### src/rtl/j1_dbus_uart_if.sv
// J1 data-bus interface: word address, single-cycle read/write strobes, 16-bit data.
// The core is the master; memory-mapped peripherals are slaves.
interface if_dbus;
    logic [15:0] adr;
    logic        re;
    logic        we;
    logic [15:0] dat_o;
    logic [15:0] dat_i;

    modport master (output adr, output re, output we, output dat_o, input dat_i);
    modport slave  (input adr, input re, input we, input dat_o, output dat_i);
endinterface

### src/rtl/j1_dbus_uart.sv
// Memory-mapped 8N1 UART on the J1 data bus: DATA / STATUS / DIV registers.
// Read data is registered and held until the next read strobe.
module j1_dbus_uart #(
    parameter logic [15:0] BASE_ADR  = 16'h7000,
    parameter logic [15:0] DIV_RESET = 16'd433
) (
    input  logic   clk,
    input  logic   reset,
    if_dbus.slave  dbus,
    input  logic   rxd,
    output logic   txd
);

    localparam int unsigned DATA_W = 16;
    localparam int unsigned BYTE_W = 8;
    localparam int unsigned BIT_W  = 3;

    localparam logic [DATA_W-1:0] ADR_DATA = BASE_ADR;
    localparam logic [DATA_W-1:0] ADR_STAT = BASE_ADR + 16'd1;
    localparam logic [DATA_W-1:0] ADR_DIV  = BASE_ADR + 16'd2;
    localparam logic [BIT_W-1:0]  LAST_BIT = 3'd7;

    typedef enum logic [1:0] {
        TX_IDLE,
        TX_START,
        TX_DATA,
        TX_STOP
    } tx_state_e;

    typedef enum logic [1:0] {
        RX_IDLE,
        RX_START,
        RX_DATA,
        RX_STOP
    } rx_state_e;

    logic [DATA_W-1:0] dat_i_q;
    logic [DATA_W-1:0] div_q;

    tx_state_e         tx_state_q;
    logic [DATA_W-1:0] tx_cnt_q;
    logic [BIT_W-1:0]  tx_bit_q;
    logic [BYTE_W-1:0] tx_shift_q;
    logic              txd_q;

    rx_state_e         rx_state_q;
    logic [DATA_W-1:0] rx_cnt_q;
    logic [BIT_W-1:0]  rx_bit_q;
    logic [BYTE_W-1:0] rx_shift_q;
    logic [BYTE_W-1:0] rx_data_q;
    logic              rx_valid_q;
    logic              overrun_q;
    logic              frame_err_q;
    logic              rxd_s1_q;
    logic              rxd_s2_q;
    logic              rxd_prev_q;

    logic              sel_data_c;
    logic              sel_stat_c;
    logic              sel_div_c;
    logic              rd_data_c;
    logic              rd_stat_c;
    logic              tx_ready_c;
    logic              tx_load_c;
    logic [DATA_W:0]   div_p1_c;
    logic [DATA_W-1:0] half_c;
    logic [DATA_W-1:0] rdat_d;

    // Address decode and strobe qualification
    assign sel_data_c = (dbus.adr == ADR_DATA);
    assign sel_stat_c = (dbus.adr == ADR_STAT);
    assign sel_div_c  = (dbus.adr == ADR_DIV);
    assign rd_data_c  = dbus.re && sel_data_c;
    assign rd_stat_c  = dbus.re && sel_stat_c;
    assign tx_ready_c = (tx_state_q == TX_IDLE);
    assign tx_load_c  = dbus.we && sel_data_c && tx_ready_c;

    // Half a bit period, computed one bit wider so DIV=16'hFFFF does not wrap
    assign div_p1_c = {1'b0, div_q} + 17'd1;
    assign half_c   = div_p1_c[DATA_W:1];

    // Read mux sees pre-write register values
    always_comb begin
        rdat_d = '0;
        if (sel_data_c) begin
            rdat_d = {8'h00, rx_data_q};
        end else if (sel_stat_c) begin
            rdat_d = {12'h000, frame_err_q, overrun_q, rx_valid_q, tx_ready_c};
        end else if (sel_div_c) begin
            rdat_d = div_q;
        end
    end

    always_ff @(posedge clk or posedge reset) begin
        if (reset) begin
            dat_i_q <= '0;
            div_q   <= DIV_RESET;
        end else begin
            if (dbus.re) begin
                dat_i_q <= rdat_d;
            end
            if (dbus.we && sel_div_c) begin
                div_q <= dbus.dat_o;
            end
        end
    end

    assign dbus.dat_i = dat_i_q;

    // Transmitter: each state holds for DIV+1 clocks, DIV sampled at every reload
    always_ff @(posedge clk or posedge reset) begin
        if (reset) begin
            tx_state_q <= TX_IDLE;
            tx_cnt_q   <= '0;
            tx_bit_q   <= '0;
            tx_shift_q <= '0;
            txd_q      <= 1'b1;
        end else begin
            unique case (tx_state_q)
                TX_IDLE: begin
                    if (tx_load_c) begin
                        tx_shift_q <= dbus.dat_o[BYTE_W-1:0];
                        tx_cnt_q   <= div_q;
                        tx_state_q <= TX_START;
                        txd_q      <= 1'b0;
                    end
                end
                TX_START: begin
                    if (tx_cnt_q == '0) begin
                        tx_cnt_q   <= div_q;
                        tx_bit_q   <= '0;
                        txd_q      <= tx_shift_q[0];
                        tx_state_q <= TX_DATA;
                    end else begin
                        tx_cnt_q <= tx_cnt_q - 16'd1;
                    end
                end
                TX_DATA: begin
                    if (tx_cnt_q == '0) begin
                        tx_cnt_q <= div_q;
                        if (tx_bit_q == LAST_BIT) begin
                            txd_q      <= 1'b1;
                            tx_state_q <= TX_STOP;
                        end else begin
                            tx_bit_q   <= tx_bit_q + 3'd1;
                            tx_shift_q <= tx_shift_q >> 1;
                            txd_q      <= tx_shift_q[1];
                        end
                    end else begin
                        tx_cnt_q <= tx_cnt_q - 16'd1;
                    end
                end
                TX_STOP: begin
                    if (tx_cnt_q == '0) begin
                        tx_state_q <= TX_IDLE;
                    end else begin
                        tx_cnt_q <= tx_cnt_q - 16'd1;
                    end
                end
                default: begin
                    tx_state_q <= TX_IDLE;
                    txd_q      <= 1'b1;
                end
            endcase
        end
    end

    assign txd = txd_q;

    // Receiver; later assignments to the flags win, so completion beats a same-cycle clear
    always_ff @(posedge clk or posedge reset) begin
        if (reset) begin
            rxd_s1_q    <= 1'b1;
            rxd_s2_q    <= 1'b1;
            rxd_prev_q  <= 1'b1;
            rx_state_q  <= RX_IDLE;
            rx_cnt_q    <= '0;
            rx_bit_q    <= '0;
            rx_shift_q  <= '0;
            rx_data_q   <= '0;
            rx_valid_q  <= 1'b0;
            overrun_q   <= 1'b0;
            frame_err_q <= 1'b0;
        end else begin
            rxd_s1_q   <= rxd;
            rxd_s2_q   <= rxd_s1_q;
            rxd_prev_q <= rxd_s2_q;

            if (rd_data_c) begin
                rx_valid_q <= 1'b0;
            end
            if (rd_stat_c) begin
                overrun_q   <= 1'b0;
                frame_err_q <= 1'b0;
            end

            unique case (rx_state_q)
                RX_IDLE: begin
                    if (!rxd_s2_q && rxd_prev_q) begin
                        rx_cnt_q   <= half_c;
                        rx_state_q <= RX_START;
                    end
                end
                RX_START: begin
                    if (rx_cnt_q == '0) begin
                        if (rxd_s2_q) begin
                            rx_state_q <= RX_IDLE;
                        end else begin
                            rx_cnt_q   <= div_q;
                            rx_bit_q   <= '0;
                            rx_state_q <= RX_DATA;
                        end
                    end else begin
                        rx_cnt_q <= rx_cnt_q - 16'd1;
                    end
                end
                RX_DATA: begin
                    if (rx_cnt_q == '0) begin
                        rx_shift_q <= {rxd_s2_q, rx_shift_q[BYTE_W-1:1]};
                        rx_cnt_q   <= div_q;
                        if (rx_bit_q == LAST_BIT) begin
                            rx_state_q <= RX_STOP;
                        end else begin
                            rx_bit_q <= rx_bit_q + 3'd1;
                        end
                    end else begin
                        rx_cnt_q <= rx_cnt_q - 16'd1;
                    end
                end
                RX_STOP: begin
                    if (rx_cnt_q == '0) begin
                        rx_state_q <= RX_IDLE;
                        rx_data_q  <= rx_shift_q;
                        rx_valid_q <= 1'b1;
                        if (!rxd_s2_q) begin
                            frame_err_q <= 1'b1;
                        end
                        if (rx_valid_q && !rd_data_c) begin
                            overrun_q <= 1'b1;
                        end
                    end else begin
                        rx_cnt_q <= rx_cnt_q - 16'd1;
                    end
                end
                default: begin
                    rx_state_q <= RX_IDLE;
                end
            endcase
        end
    end

endmodule

### src/flat_wrapper.sv
// flat-port wrapper written by rule: the top's interface ports become plain ports
module j1_dbus_uart_flat 
#(
    parameter logic [15:0] BASE_ADR  = 16'h7000,
    parameter logic [15:0] DIV_RESET = 16'd433
)
  (clk, reset, rxd, txd, dbus_adr, dbus_re, dbus_we, dbus_dat_o, dbus_dat_i);
  if_dbus dbus_i ();
  input  logic clk;
  input  logic reset;
  input  logic rxd;
  output logic txd;
  input wire logic [$bits(dbus_i.adr)-1:0] dbus_adr;
  input wire logic [$bits(dbus_i.re)-1:0] dbus_re;
  input wire logic [$bits(dbus_i.we)-1:0] dbus_we;
  input wire logic [$bits(dbus_i.dat_o)-1:0] dbus_dat_o;
  output wire logic [$bits(dbus_i.dat_i)-1:0] dbus_dat_i;
  assign dbus_i.adr = dbus_adr;
  assign dbus_i.re = dbus_re;
  assign dbus_i.we = dbus_we;
  assign dbus_i.dat_o = dbus_dat_o;
  assign dbus_dat_i = dbus_i.dat_i;
  j1_dbus_uart #(.BASE_ADR(BASE_ADR), .DIV_RESET(DIV_RESET)) u_core (.clk(clk), .reset(reset), .dbus(dbus_i), .rxd(rxd), .txd(txd));
endmodule
### config.mk
export PLATFORM = sky130hd
export DESIGN_NAME = j1_dbus_uart_flat
export DESIGN_NICKNAME = d
export VERILOG_FILES = /design/src/rtl/j1_dbus_uart_if.sv /design/src/rtl/j1_dbus_uart.sv /design/src/flat_wrapper.sv
export SDC_FILE = /design/constraint.sdc
export NUM_CORES = 1
export LEC_CHECK = 0
export CAP_MARGIN = 20
export CORE_MARGIN = 1.5
export CORE_UTILIZATION = 25
export DETAILED_ROUTE_END_ITERATION = 12
export PLACE_DENSITY = 0.44
export SYNTH_ARGS = -nofsm -noshare
export SYNTH_HDL_FRONTEND = slang
export SYNTH_SLANG_ARGS = --single-unit
export TNS_END_PERCENT = 10
### constraint.sdc
create_clock -name clk -period 2.85 [get_ports clk]
set_input_delay 0.285 -clock clk [delete_from_list [all_inputs] [get_ports clk]]
set_output_delay 0.285 -clock clk [all_outputs]
set_load 0.03 [all_outputs]
After elaboration in Yosys (flattened, before gate mapping)
Cells that the tools add are included.
{ "word_totals": {"in_bits": 37, "regBits": 105, "out_inout_bits": 17} }
{ "op_classes": {"reduce_logical": 28, "addsub": 5, "eq_ne": 27, "n_mux": 55} }
{ "ops": {"columns": ["op", "count"], "rows": [
  ["$mux W16", 11],
  ["$pmux W16 S4", 1],
  ["$eq A16 B15 Y1 const B", 3],
  ["$pmux W16 S3", 1],
  ["$logic_not A16 Y1", 2],
  ["$sub A16 B1 Y16 const B", 2],
  ["$mux W8", 3],
  ["$mux W2", 11],
  ["$mux W3", 7],
  ["$ne A2 B1 Y1 const B", 9],
  ["$add A16 B1 Y17 const B", 1],
  ["$pmux W2 S4", 2],
  ["$pmux W8 S2", 1],
  ["$mux W1", 15],
  ["$reduce_and A5 Y1", 3],
  ["$ne A2 B2 Y1 const B", 6],
  ["$pmux W3 S2", 2],
  ["$reduce_and A4 Y1", 3],
  ["$eq A2 B2 Y1 const B", 4],
  ["$logic_and A1 B1 Y1", 7],
  ["$add A3 B1 Y3 const B", 2],
  ["$eq A3 B3 Y1 const B", 2],
  ["$reduce_and A2 Y1", 3],
  ["$reduce_bool A2 Y1", 3],
  ["8 further kinds", 11]
]} }

Depth between registers and ports, before layout
Gate-level depths: netlist of run 1.
{ "logic_depth": {"depth_word": 7, "ltp_mapped": 9} }

Least setup slack after synthesis of run 1
OpenSTA, ideal clock, no wires.
{ "synth_timing": {"kind": "reg2reg", "startpoint": "register u_core.tx_cnt_q[0]", "endpoint": "register u_core.tx_cnt_q[1]", "arrival_ns": 2.122, "slack_ns": 0.605, "path_stages_with_launch": 8, "required_ns": 2.727, "setup_ns": 0.123, "cell_sequence": "dfrtp_1 > inv_1 > ha_1 > or4b_1 > nor4_2 > nand2_1 > and2_1 > o221a_1"} }
{ "synth_between": {"elab_chain_len": 3, "word_cells_on_any_way": 7, "cone_classes": "1 x add/sub; 1 x eq/ne; 3 x mux; 2 x reduce/logical"} }
{ "synth_rtl": {"columns": ["item", "line_no", "rtl"], "rows": [
  ["from (decl)", "j1_dbus_uart.sv:41", "logic [DATA_W-1:0] tx_cnt_q;"],
  ["from (signal assigned)", "j1_dbus_uart.sv:123", "tx_cnt_q <= div_q;"],
  ["from (signal assigned)", "j1_dbus_uart.sv:130", "tx_cnt_q <= div_q;"],
  ["from (signal assigned)", "j1_dbus_uart.sv:135", "tx_cnt_q <= tx_cnt_q - 16'd1;"],
  ["$sub A16 B1 Y16 or $logic_not A16 Y1 (tied branches)", null, null],
  ["$mux W16 (tied with other cells)", "j1_dbus_uart.sv:154", "if (tx_cnt_q == '0) begin"],
  ["$pmux W16 S3 or $reduce_and A2 Y1 (tied branches)", null, null]
]} }
Parallel ways exist; a longest one is shown, timed or not. The select of a mux whose other input is x is not followed.
A chain may end at the register's enable or synchronous reset.

Final worst setup path of run 1
{ "layout_timing": {"startpoint": "register u_core.tx_cnt_q[0]", "endpoint": "register u_core.tx_cnt_q[14]"} }
Same word-level chain as after synthesis.

==> results of run 1 <==
-- power groups by stage --
stage | Clock [W] | Combinational (W) | Sequential (W)
after floorplan | 0 | 0.00135 | 0.00178
after global routing | 0.00136 | 0.00195 | 0.00184
after global placement | 0 | 0.00173 | 0.00183
after CTS | 0.00130 | 0.00175 | 0.00181
final | 0.00125 | 0.00175 | 0.00181
after detailed placement | 0 | 0.00174 | 0.00183
-- area by class of cell --
type | instances | area (µm²)
tap | 324 | 405
clock inverter | 6 | 51.3
clock buffer | 10 | 239
multi-input combinational | 442 | 3300
sequential | 105 | 2640
inverter | 34 | 131
fill | 2545 | 16800
timing repair buffer | 86 | 803
-- path summary, 6_finish.rpt --
check / from / to / cells past startpoint
setup / recovery: u_core.tx_cnt_q[0] / u_core.tx_cnt_q[14] / 9
min in group asynchronous: reset / u_core.tx_shift_q[1] / 2
max in group asynchronous: reset / u_core.txd / 3
hold reg to reg: u_core.rxd_s1_q / u_core.rxd_s2_q / 0
setup reg to reg: u_core.tx_cnt_q[0] / u_core.tx_cnt_q[14] / 9
hold / removal: rxd / u_core.rxd_s1_q / 1
-- layout by cell type (no fill, tap or decap), types with 5 or more instances in the layout --
cell	n
a21o_1	6
nand4_1	8
a32oi_1	9
o21ai_1	6
clkbuf_16	9
mux2i_1	6
xnor2_1	7
nor2_1	30
dfrtp_1	96
o21ai_0	25
dfstp_2	9
o2bb2ai_1	10
a222oi_1	6
mux2_1	8
a22o_1	14
a22oi_1	7
nor3_1	17
buf_4	31
nor4_1	16
a21oi_1	29
xor2_1	9
o31ai_1	10
a211oi_1	5
inv_1	33
nand3_1	20
and3_1	6
nand2_1	31
a221o_1	9
mux2_2	40
o22ai_1	5
ha_1	15
o211ai_1	9
or3_1	5
clkdlybuf4s50_1	53
-- state kept, by name, summed over array words and instances (netlist names), 3 cells and up, named ones only --
register / flops
u_core.div_q: 16
u_core.rx_data_q: 8
u_core.tx_cnt_q: 16
u_core.tx_bit_q: 3
u_core.dbus.dat_i: 16
u_core.rx_shift_q: 8
u_core.tx_shift_q: 8
u_core.rx_cnt_q: 16
u_core.rx_bit_q: 3
-- worst max-delay path, delay by kind of cell, from the launching register on --
family / cells / cell delay (ps)
flip-flops: 1 / 430
AO/OA/AOI/OAI: 3 / 810
adder cells (fa/ha/maj): 1 / 290
buffers and inverters: 3 / 520
AND/OR/NAND/NOR: 2 / 490
-- kinds of logic (layout without fill, tap and decap cells) --
| family | Yosys count | after routing | share of synthesized area (%) |
|---|---|---|---|
| buf+inv | 78 | 136 | 5.19 |
| flops | 105 | 105 | 42.2 |
| compound gates | 185 | 185 | 22.1 |
| fa+ha+maj | 15 | 15 | 3.00 |
| xor+xnor | 16 | 16 | 2.24 |
| mux | 54 | 54 | 9.61 |
| simple gates | 172 | 172 | 15.6 |
-- per-stage QoR --
| stage | instances | instance area, µm² | utilization, % | hold WS, ps | power, W |
|---|---|---|---|---|---|
| detailed placement | 991 | 7270 | 29.8 | 351 | 0.00358 |
| global route | 1007 | 7560 | 31.0 | 322 | 0.00516 |
| finish | 1007 | 7560 | 31.0 | 330 | 0.00482 |
| CTS | 1007 | 7560 | 31.0 | 317 | 0.00486 |
| floorplan | 625 | 6250 | - | 289 | 0.00313 |
| global placement | 991 | 7270 | 29.8 | 351 | 0.00356 |
-- layer usage --
metal	part of all wire [%]	global-route usage, %	up-vias
met5	0	0	-
met4	2.3	5.56	0
met3	5.5	2.77	23
met2	47	24.2	186
met1	46	20.8	2664
li1	-	-	2488
==> results.ini, run 1 <==
[outcome]
run_status = finished clean

[clock_tree]
post_cts_buffers = 0
cts_sinks = 105
clk_pin_slew_ps = 70
tritoncts = done
cts.repair.resized = 0
clk_latency_ps = 360
clockBufferDepth = 2
cts.root.buffer_cell = clkbuf_16
cts_inserted_buffers = 9
cts_hold_buffers = 0
h-tree-depth = 3

[setup_path]
path_cells = inv_1, ha_1, nor4b_1, buf_4, nand4_1, buf_4, a31oi_2, o211ai_1, o2bb2ai_1
crit_path_start_kind = register
critPathKind = register to register
cp.required_ps = 3090
crit_slowest_cell = a31oi_2
cpPeakStageDelay_ps = 470
cp.arrival_ps = 2900
cpMostUsedCell = buf_4
cp-end-kind = register
regToRegSetupSlack_ps = 180
cp_max_fo = 8

[synth]
synth_area_leader_cell = dfrtp_1
synth.avg_cell_area_um2 = 10.0
synth_warnings = 0
yosysMostFrequentCell = dfrtp_1
synthDominantCellAreaShare_pct = 38.5
syn-cell-area_um2 = 6250
postSynthRegisterBits = 105
syn_nets = 677
async_flop_share_pct = 100
synth_edf_count = 0
synth_cells = 625
synth_area_leaders = dfrtp_1 38%, mux2_2 7.2%, dfstp_2 3.8%
seq_area_frac_synth_pct = 42.2
synth_ff_type = dfrtp_1
ys_types = 72
synth_common_cells = 96 x dfrtp_1, 40 x mux2_2, 34 x inv_1, 31 x nand2_1, 30 x nor2_1

[placement]
hpwl_mm = 13.6
place_ws_ps = 235
gp_congestion = 0.873
port_buffers = 53

[global_routing]
grt_first_pass_wirelength_mm = 31.1
grt_use_total_pct = 15.3
grt_max_degree = 45
grt_pass1_vias = 5473
grt_overflow = 0
antenna_found_initial = 0

[timing]
report.final.hold_viol_count = 0
min_period_ps = 2670
relSlewSlack_pct = 46.8
finalWorstSetupSlack_ps = 183
fin_crit_sh_pct = 93.6
rsz0062_at_grt = false
max_freq_mhz = 375
fin_setup_tns_ps = 0
setup_violations = 0
tightest_slew_ps = 796
clock_skew_ps = 7.27
maxSlewViolCount = 0

[pwr]
clockPowerShare_pct = 26.0
power.share.sequential_pct = 37.6
intPower_w = 0.00297
p_switching_w = 0.00185
p_leak_nw = 3.10
power_frac_comb_pct = 36.4
swShare_pct = 38.4
power_density_nw_per_um2 = 637
ir_worst_vdd_mv = 0.300

[route]
vias = 5361
drc = 0
viasPerCell = 5.32
routedWlPerCell_um = 18.8
drt_iter0_markers = 466
routed_wl_mm = 18.9
postRouteAntennaNets = 0
dr.pass1.iters = 6

[floorplanning]
fp.dieH_um = 161
dieArea_um2 = 25900
fp.coreArea_um2 = 24400
rows = 57
dieWidth_um = 161
ios = 54
start_util_pct = 25.6

[finish]
drive_gt1_share_pct = 17.0
insertedDiodeCount = 0
fin_nets = 730
area_growth_pct = 21.1

[hold_path]
hp-class = input port to register

[job]
maxCapViolations = 0

Note: power is estimated with default switching activity, not from simulation.
==> run 2, diff against run 1 <==
- CORE_UTILIZATION: 25 -> 53
- PLACE_DENSITY: 0.44 -> 0.79
==> run 2 against run 1 <==
Compared with the run above: combinational power up 3%; sequential cell count unchanged; worst hold slack worse by 10 ps; largest cell class unchanged; final cell count down 18%; worst setup slack worse by 76 ps.
==> results.ini, run 2 (synthesized netlist as in run 1, its figures left out) <==
[hold_path]
hp-class = input port to register
hold_path_depth = 1  ; unchanged
hold_start = rxd
hold_path_end = u_core.rxd_s1_q

[timing]
min_period_ps = 2740  ; +76.0 ps
tightest_slew_ps = 715  ; -80.8 ps
max_freq_mhz = 365  ; -2.8%
report.final.hold_viol_count = 0  ; unchanged
clock_skew_ps = 11.6  ; +4.36 ps
relSlewSlack_pct = 52.2  ; +5.4 points
rsz0062_at_grt = false
fin_setup_tns_ps = 0  ; unchanged
fin_crit_sh_pct = 96.3  ; +2.7 points
maxSlewViolCount = 0  ; unchanged
whs_ps = 320  ; -10.1 ps
setup_violations = 0  ; unchanged

[global_routing]
grt_first_pass_wirelength_mm = 28.5  ; -8.3%
grt_pass1_vias = 5291  ; -3.3%
grt_overflow = 0  ; unchanged
antenna_found_initial = 0  ; unchanged
grt_max_degree = 106  ; +140%
grt_use_total_pct = 28.8  ; +14 points

[setup_path]
cp-end-kind = register
path_cells = inv_1, ha_1, nor3b_1, and4_1, and3_1, and4b_1, mux2_2
crit_slowest_cell = and3_1
reg2reg_to = u_core.rx_bit_q[0]
cp.required_ps = 3170  ; +80 ps
cpPeakStageDelay_ps = 520  ; +50 ps
rr_startpoint = u_core.rx_cnt_q[0]
cp.arrival_ps = 3060  ; +160 ps
crit_path_start_kind = register
reg2reg_depth = 7  ; -2
regToRegSetupSlack_ps = 110  ; -80 ps
cp_max_fo = 11  ; +3
critPathKind = register to register

[route]
postRouteAntennaNets = 0  ; unchanged
route.top_layer_used = met4
routedWlPerCell_um = 21.3  ; +13%
drt_iter0_markers = 422  ; -9.4%
route.met2.wl_mm = 8.26  ; -6.2%
drc = 0  ; unchanged
viasPerCell = 6.71  ; +26%
wl_met3_mm = 1.52  ; +47%
vias = 5519  ; +2.9%
wl_met1_mm = 7.37  ; -15%
dr.pass1.iters = 8  ; +2
routed_wl_mm = 17.5  ; -7.4%

[placement]
hpwl_mm = 12.0  ; -12%
dp_cells = 803  ; -19%
gp_congestion = 0.923  ; +5.7%
port_buffers = 53  ; unchanged

[outcome]
run_status = finished clean

[pwr]
p_leak_nw = 3.08  ; -0.50%
power_density_nw_per_um2 = 673  ; +5.7%
power.share.sequential_pct = 36.6  ; -1.0 points
ir_worst_vdd_mv = 0.525  ; +75%
swShare_pct = 38.8  ; +0.48 points
power_frac_comb_pct = 36.7  ; +0.3 points
clockPowerShare_pct = 26.6  ; +0.6 points
p_switching_w = 0.00192  ; +3.6%
total_power_w = 0.00493  ; +2.4%
intPower_w = 0.00302  ; +1.6%

[clock_tree]
cts_sinks = 105  ; unchanged
clk_latency_ps = 370  ; about the same
h-tree-depth = 3  ; unchanged
tritoncts = done
clk_pin_slew_ps = 80  ; about the same
cts.root.buffer_cell = clkbuf_16
clockBufferDepth = 2  ; unchanged
cts_inserted_buffers = 9  ; unchanged

[finish]
area_growth_pct = 17.3
finalNonFillerCells = 822  ; -18%
fin_nets = 726  ; -0.55%
nFillCells = 895  ; -65%
final_common_cell = dfrtp_1
drive_gt1_share_pct = 16.6  ; -0.34 points
insertedDiodeCount = 0  ; unchanged
mostFrequentLayoutCells = 96 x dfrtp_1, 53 x clkdlybuf4s50_1, 40 x mux2_2

[floorplanning]
rows = 39  ; -32%
fp.coreArea_um2 = 11500  ; -53%
dieWidth_um = 112  ; -31%
ios = 54  ; unchanged
dieArea_um2 = 12400  ; -52%
start_util_pct = 54.5  ; +29 points
fp.dieH_um = 112  ; -31%

[job]
maxCapViolations = 0  ; unchanged

## run 2: cell count changes in the layout (fill, tap and decap cells not counted), sizes merged
cell,previous run,this run
buf,33,29
clkbuf,10,9
clkinv,4,3
inv,35,37
## run 2: metrics by stage
step                cell area (µm²)  worst slack [ps]  utilization (%)
detailed placement             6980              59.4             60.9
CTS                            7300              53.1             63.6
global placement               6980               110             60.9
floorplan                      6250               605                -
global route                   7330              2.59             63.9
finish                         7330               107             63.9
## run 2: per-layer routing
metal / up-vias / global-route usage (%)
li1: 2491 / -
met1: 2712 / 39.5
met2: 280 / 45.4
met3: 36 / 7.57
met4: 0 / 8.44
met5: - / 0
## run 2: worst max-delay path: cells and delay by family (launching register included)
kind | cells | cell delay, ps
buffers and inverters | 1 | 130
multiplexers | 1 | 160
adder cells (fa/ha/maj) | 1 | 210
flip-flops | 1 | 410
AND/OR/NAND/NOR | 4 | 1770
## run 2: power by group through the flow
stage / logic (W) / registers [W] / clock network [W]
after floorplan: 0.00135 / 0.00178 / 0
after global placement: 0.00171 / 0.00182 / 0
after detailed placement: 0.00174 / 0.00183 / 0
after CTS: 0.00175 / 0.00180 / 0.00134
after global routing: 0.00197 / 0.00183 / 0.00139
final: 0.00181 / 0.00181 / 0.00131
## run 2: area by class of cell
cell class	instances	area [µm²]	share of cell area, %
inverters	34	131	1.79
multi-input cells	442	3300	45.1
repair buffers	82	761	10.4
clock inverters	7	88.8	1.21
flip-flops and latches	105	2640	36.0
well taps	143	179	2.44
clock buffers	9	225	3.07
## run 2: how the worst max path moves through the flow
stage | start | slack, ps | to | depth (start not counted)
3_5_place_dp | u_core.rx_cnt_q[0] | 60 | u_core.rx_cnt_q[1] | 7
4_1_cts | u_core.rx_cnt_q[0] | 50 | u_core.rx_cnt_q[11] | 8
6_report | u_core.rx_cnt_q[0] | 110 | u_core.rx_bit_q[0] | 7
2_1_floorplan | u_core.tx_cnt_q[0] | 600 | u_core.tx_cnt_q[1] | 7
3_3_place_gp | u_core.rx_cnt_q[0] | 110 | u_core.rx_cnt_q[11] | 8
5_1_grt | u_core.rx_cnt_q[0] | 3 | u_core.rx_data_q[2] | 6
## run 2: timing repair
item | 4_1_cts | 5_1_grt
hold buffers | 0 | 0
endpoints found under the setup margin | 0 | 13
gates resized for setup | 0 | 1
buffers inserted | 0 | 3
==> run 3, diff against run 2 <==
--- a/config.mk
+++ b/config.mk
@@ -8,7 +8,8 @@
 export CAP_MARGIN = 20
 export CORE_MARGIN = 1.5
-export CORE_UTILIZATION = 53
+export CORE_UTILIZATION = 55
+export CTS_BUF_LIST = sky130_fd_sc_hd__clkbuf_4
 export DETAILED_ROUTE_END_ITERATION = 12
-export PLACE_DENSITY = 0.79
+export PLACE_DENSITY = 0.81
 export SYNTH_ARGS = -nofsm -noshare
 export SYNTH_HDL_FRONTEND = slang
==> constraint.sdc (replaced) <==
create_clock -name clk -period 2.85 [get_ports clk]
set_input_delay 0.57 -clock clk [delete_from_list [all_inputs] [get_ports clk]]
set_output_delay 0.57 -clock clk [all_outputs]
set_load 0.03 [all_outputs]
==> run 3 against run 2 <==
Compared with the run above: clock power down 41%; critical path depth unchanged; highest routed layer unchanged; total power down 11%; final cell count down 0.12%; first-iteration DRC count up 26%; worst hold slack better by 57 ps; sequential share of layout area up 0.80 points; critical endpoint is now u_core.tx_cnt_q[6]; worst setup slack better by 110 ps; sequential power about the same.
==> results.ini, run 3 (synthesized netlist as in run 1, its figures left out) <==
[timing]
fin_setup_tns_ps = 0  ; unchanged
whs_ps = 377  ; +56.9 ps
relSlewSlack_pct = 56.2  ; +4.0 points
finalWorstSetupSlack_ps = 213  ; +106 ps
clock_skew_ps = 30.5  ; +18.8 ps
fin_crit_sh_pct = 92.5  ; -3.7 points
tightest_slew_ps = 657  ; -58.1 ps
max_freq_mhz = 379  ; +4.0%
report.final.hold_viol_count = 0  ; unchanged
setup_violations = 0  ; unchanged
rsz0062_at_grt = false
min_period_ps = 2640  ; -106 ps
maxSlewViolCount = 0  ; unchanged

[finish]
final_util_pct = 65.5  ; +1.7 points
finalNonFillerCells = 821  ; -0.12%
area_growth_pct = 14.7
final_common_cell = dfrtp_1
mostFrequentLayoutCells = 96 x dfrtp_1, 53 x clkdlybuf4s50_1, 40 x mux2_2
fin_nets = 728  ; +0.28%
drive_gt1_share_pct = 16.7  ; +0.098 points
insertedDiodeCount = 0  ; unchanged

[placement]
place_ws_ps = 77.6  ; +18.2 ps
port_buffers = 53  ; unchanged
gp_congestion = 0.930  ; +0.76%
hpwl_mm = 12.2  ; +1.8%
dp_cells = 805  ; +0.25%

[clock_tree]
cts.root.buffer_cell = clkbuf_4
cts_sinks = 105  ; unchanged
cts.repair.resized = 0  ; unchanged
h-tree-depth = 3  ; unchanged
tritoncts = done
clk_latency_ps = 530  ; +160 ps
post_cts_buffers = 0  ; unchanged
cts_hold_buffers = 0  ; unchanged
clk_pin_slew_ps = 170  ; +90 ps
cts_inserted_buffers = 9  ; unchanged
clockBufferDepth = 2  ; unchanged

[route]
routedWlPerCell_um = 20.9  ; -2.2%
vias = 5478  ; -0.74%
drc = 0  ; unchanged
postRouteAntennaNets = 0  ; unchanged
routed_wl_mm = 17.1  ; -2.3%
dr.pass1.iters = 5  ; -3
viasPerCell = 6.67  ; -0.62%
drt_iter0_markers = 532  ; +26%

[floorplanning]
fp.dieH_um = 110  ; -1.8%
start_util_pct = 57.1  ; +2.6 points
fp.coreArea_um2 = 10900  ; -4.6%
dieArea_um2 = 12000  ; -3.5%
ios = 54  ; unchanged
dieWidth_um = 110  ; -1.8%
rows = 38  ; -2.6%

[setup_path]
critPathKind = register to register
cp.arrival_ps = 3040  ; -20 ps
critPathLaunch = u_core.tx_cnt_q[0]
cpMostUsedCell = nand2_1
cp.required_ps = 3250  ; +80 ps
rr_startpoint = u_core.tx_cnt_q[0]
cp-end-kind = register
crit_path_start_kind = register
cp_max_fo = 11  ; unchanged
crit_slowest_cell = or4b_1
path_cells = inv_1, ha_1, or4b_1, nor4_2, nand2_1, nand2_1, o2bb2ai_1
cpPeakStageDelay_ps = 520  ; about the same

[pwr]
ir_worst_vdd_mv = 0.384  ; -27%
p_leak_nw = 3.02  ; -2.1%
power_density_nw_per_um2 = 610  ; -9.4%

[global_routing]
grt_first_pass_wirelength_mm = 27.9  ; -2.2%
grt_overflow = 0  ; unchanged
grt_pass1_vias = 5438  ; +2.8%
grt_max_degree = 47  ; -56%
grt_use_total_pct = 30.7  ; +1.9 points
antenna_found_initial = 0  ; unchanged

[job]
maxCapViolations = 0  ; unchanged

[hold_path]
hp-class = register to register
hold_start = u_core.rxd_s1_q

[outcome]
run_status = finished clean

run 3: changes by cell type in the layout (fill, tap and decap cells not counted), sizes merged:
cell    before  now
clkinv       3    4
inv         37   36
buf         29   31
run 3: per-layer routing:
layer / global-route usage (%) / part of all wire, % / vias to the layer above
met4: 13.5 / 2.7 / 0
met1: 41.4 / 42 / 2693
met5: 0 / 0 / -
li1: - / - / 2503
met3: 4.92 / 7.7 / 39
met2: 49.1 / 47 / 243
run 3: worst paths after layout:
check                                           to  cells after the start  slack (ps)
max in group asynchronous          u_core.div_q[4]                      3        1780
min in group asynchronous       u_core.rx_cnt_q[8]                      2         390
worst min register to register     u_core.rxd_s2_q                      0         380
worst max register to register  u_core.tx_cnt_q[6]                      7         210
worst max-delay path            u_core.tx_cnt_q[6]                      7         210
worst min-delay path               u_core.rxd_s2_q                      0         380
run 3: layout make-up:
class	count	area [µm²]
clock buffer	9	67.6
clock inverter	7	70.1
fill	857	3770
inverter	34	131
multi-input combinational	442	3300
sequential	105	2640
tap	140	175
timing repair buffer	84	788
run 3: through the flow:
| stage | cell area, µm² | total power, W |
|---|---|---|
| floorplan | 6250 | 0.00313 |
| global placement | 7030 | 0.00351 |
| detailed placement | 7030 | 0.00359 |
| CTS | 7170 | 0.00435 |
| global route | 7170 | 0.00461 |
| finish | 7170 | 0.00437 |
run 3: report_power, final:
group,switching [W],leakage [nW],internal [W]
Clock,0.000569,0.0771,0.000203
Sequential,0.000192,1.33,0.00163
Combinational,0.00104,1.61,0.000743
Total,0.00180,3.02,0.00257
run 3: critical path: cells and delay by family (launching register included):
kind | cells | cell delay [ps]
AO/OA/AOI/OAI | 1 | 130
buffers and inverters | 1 | 120
flip-flops | 1 | 460
AND/OR/NAND/NOR | 4 | 1610
adder cells (fa/ha/maj) | 1 | 210
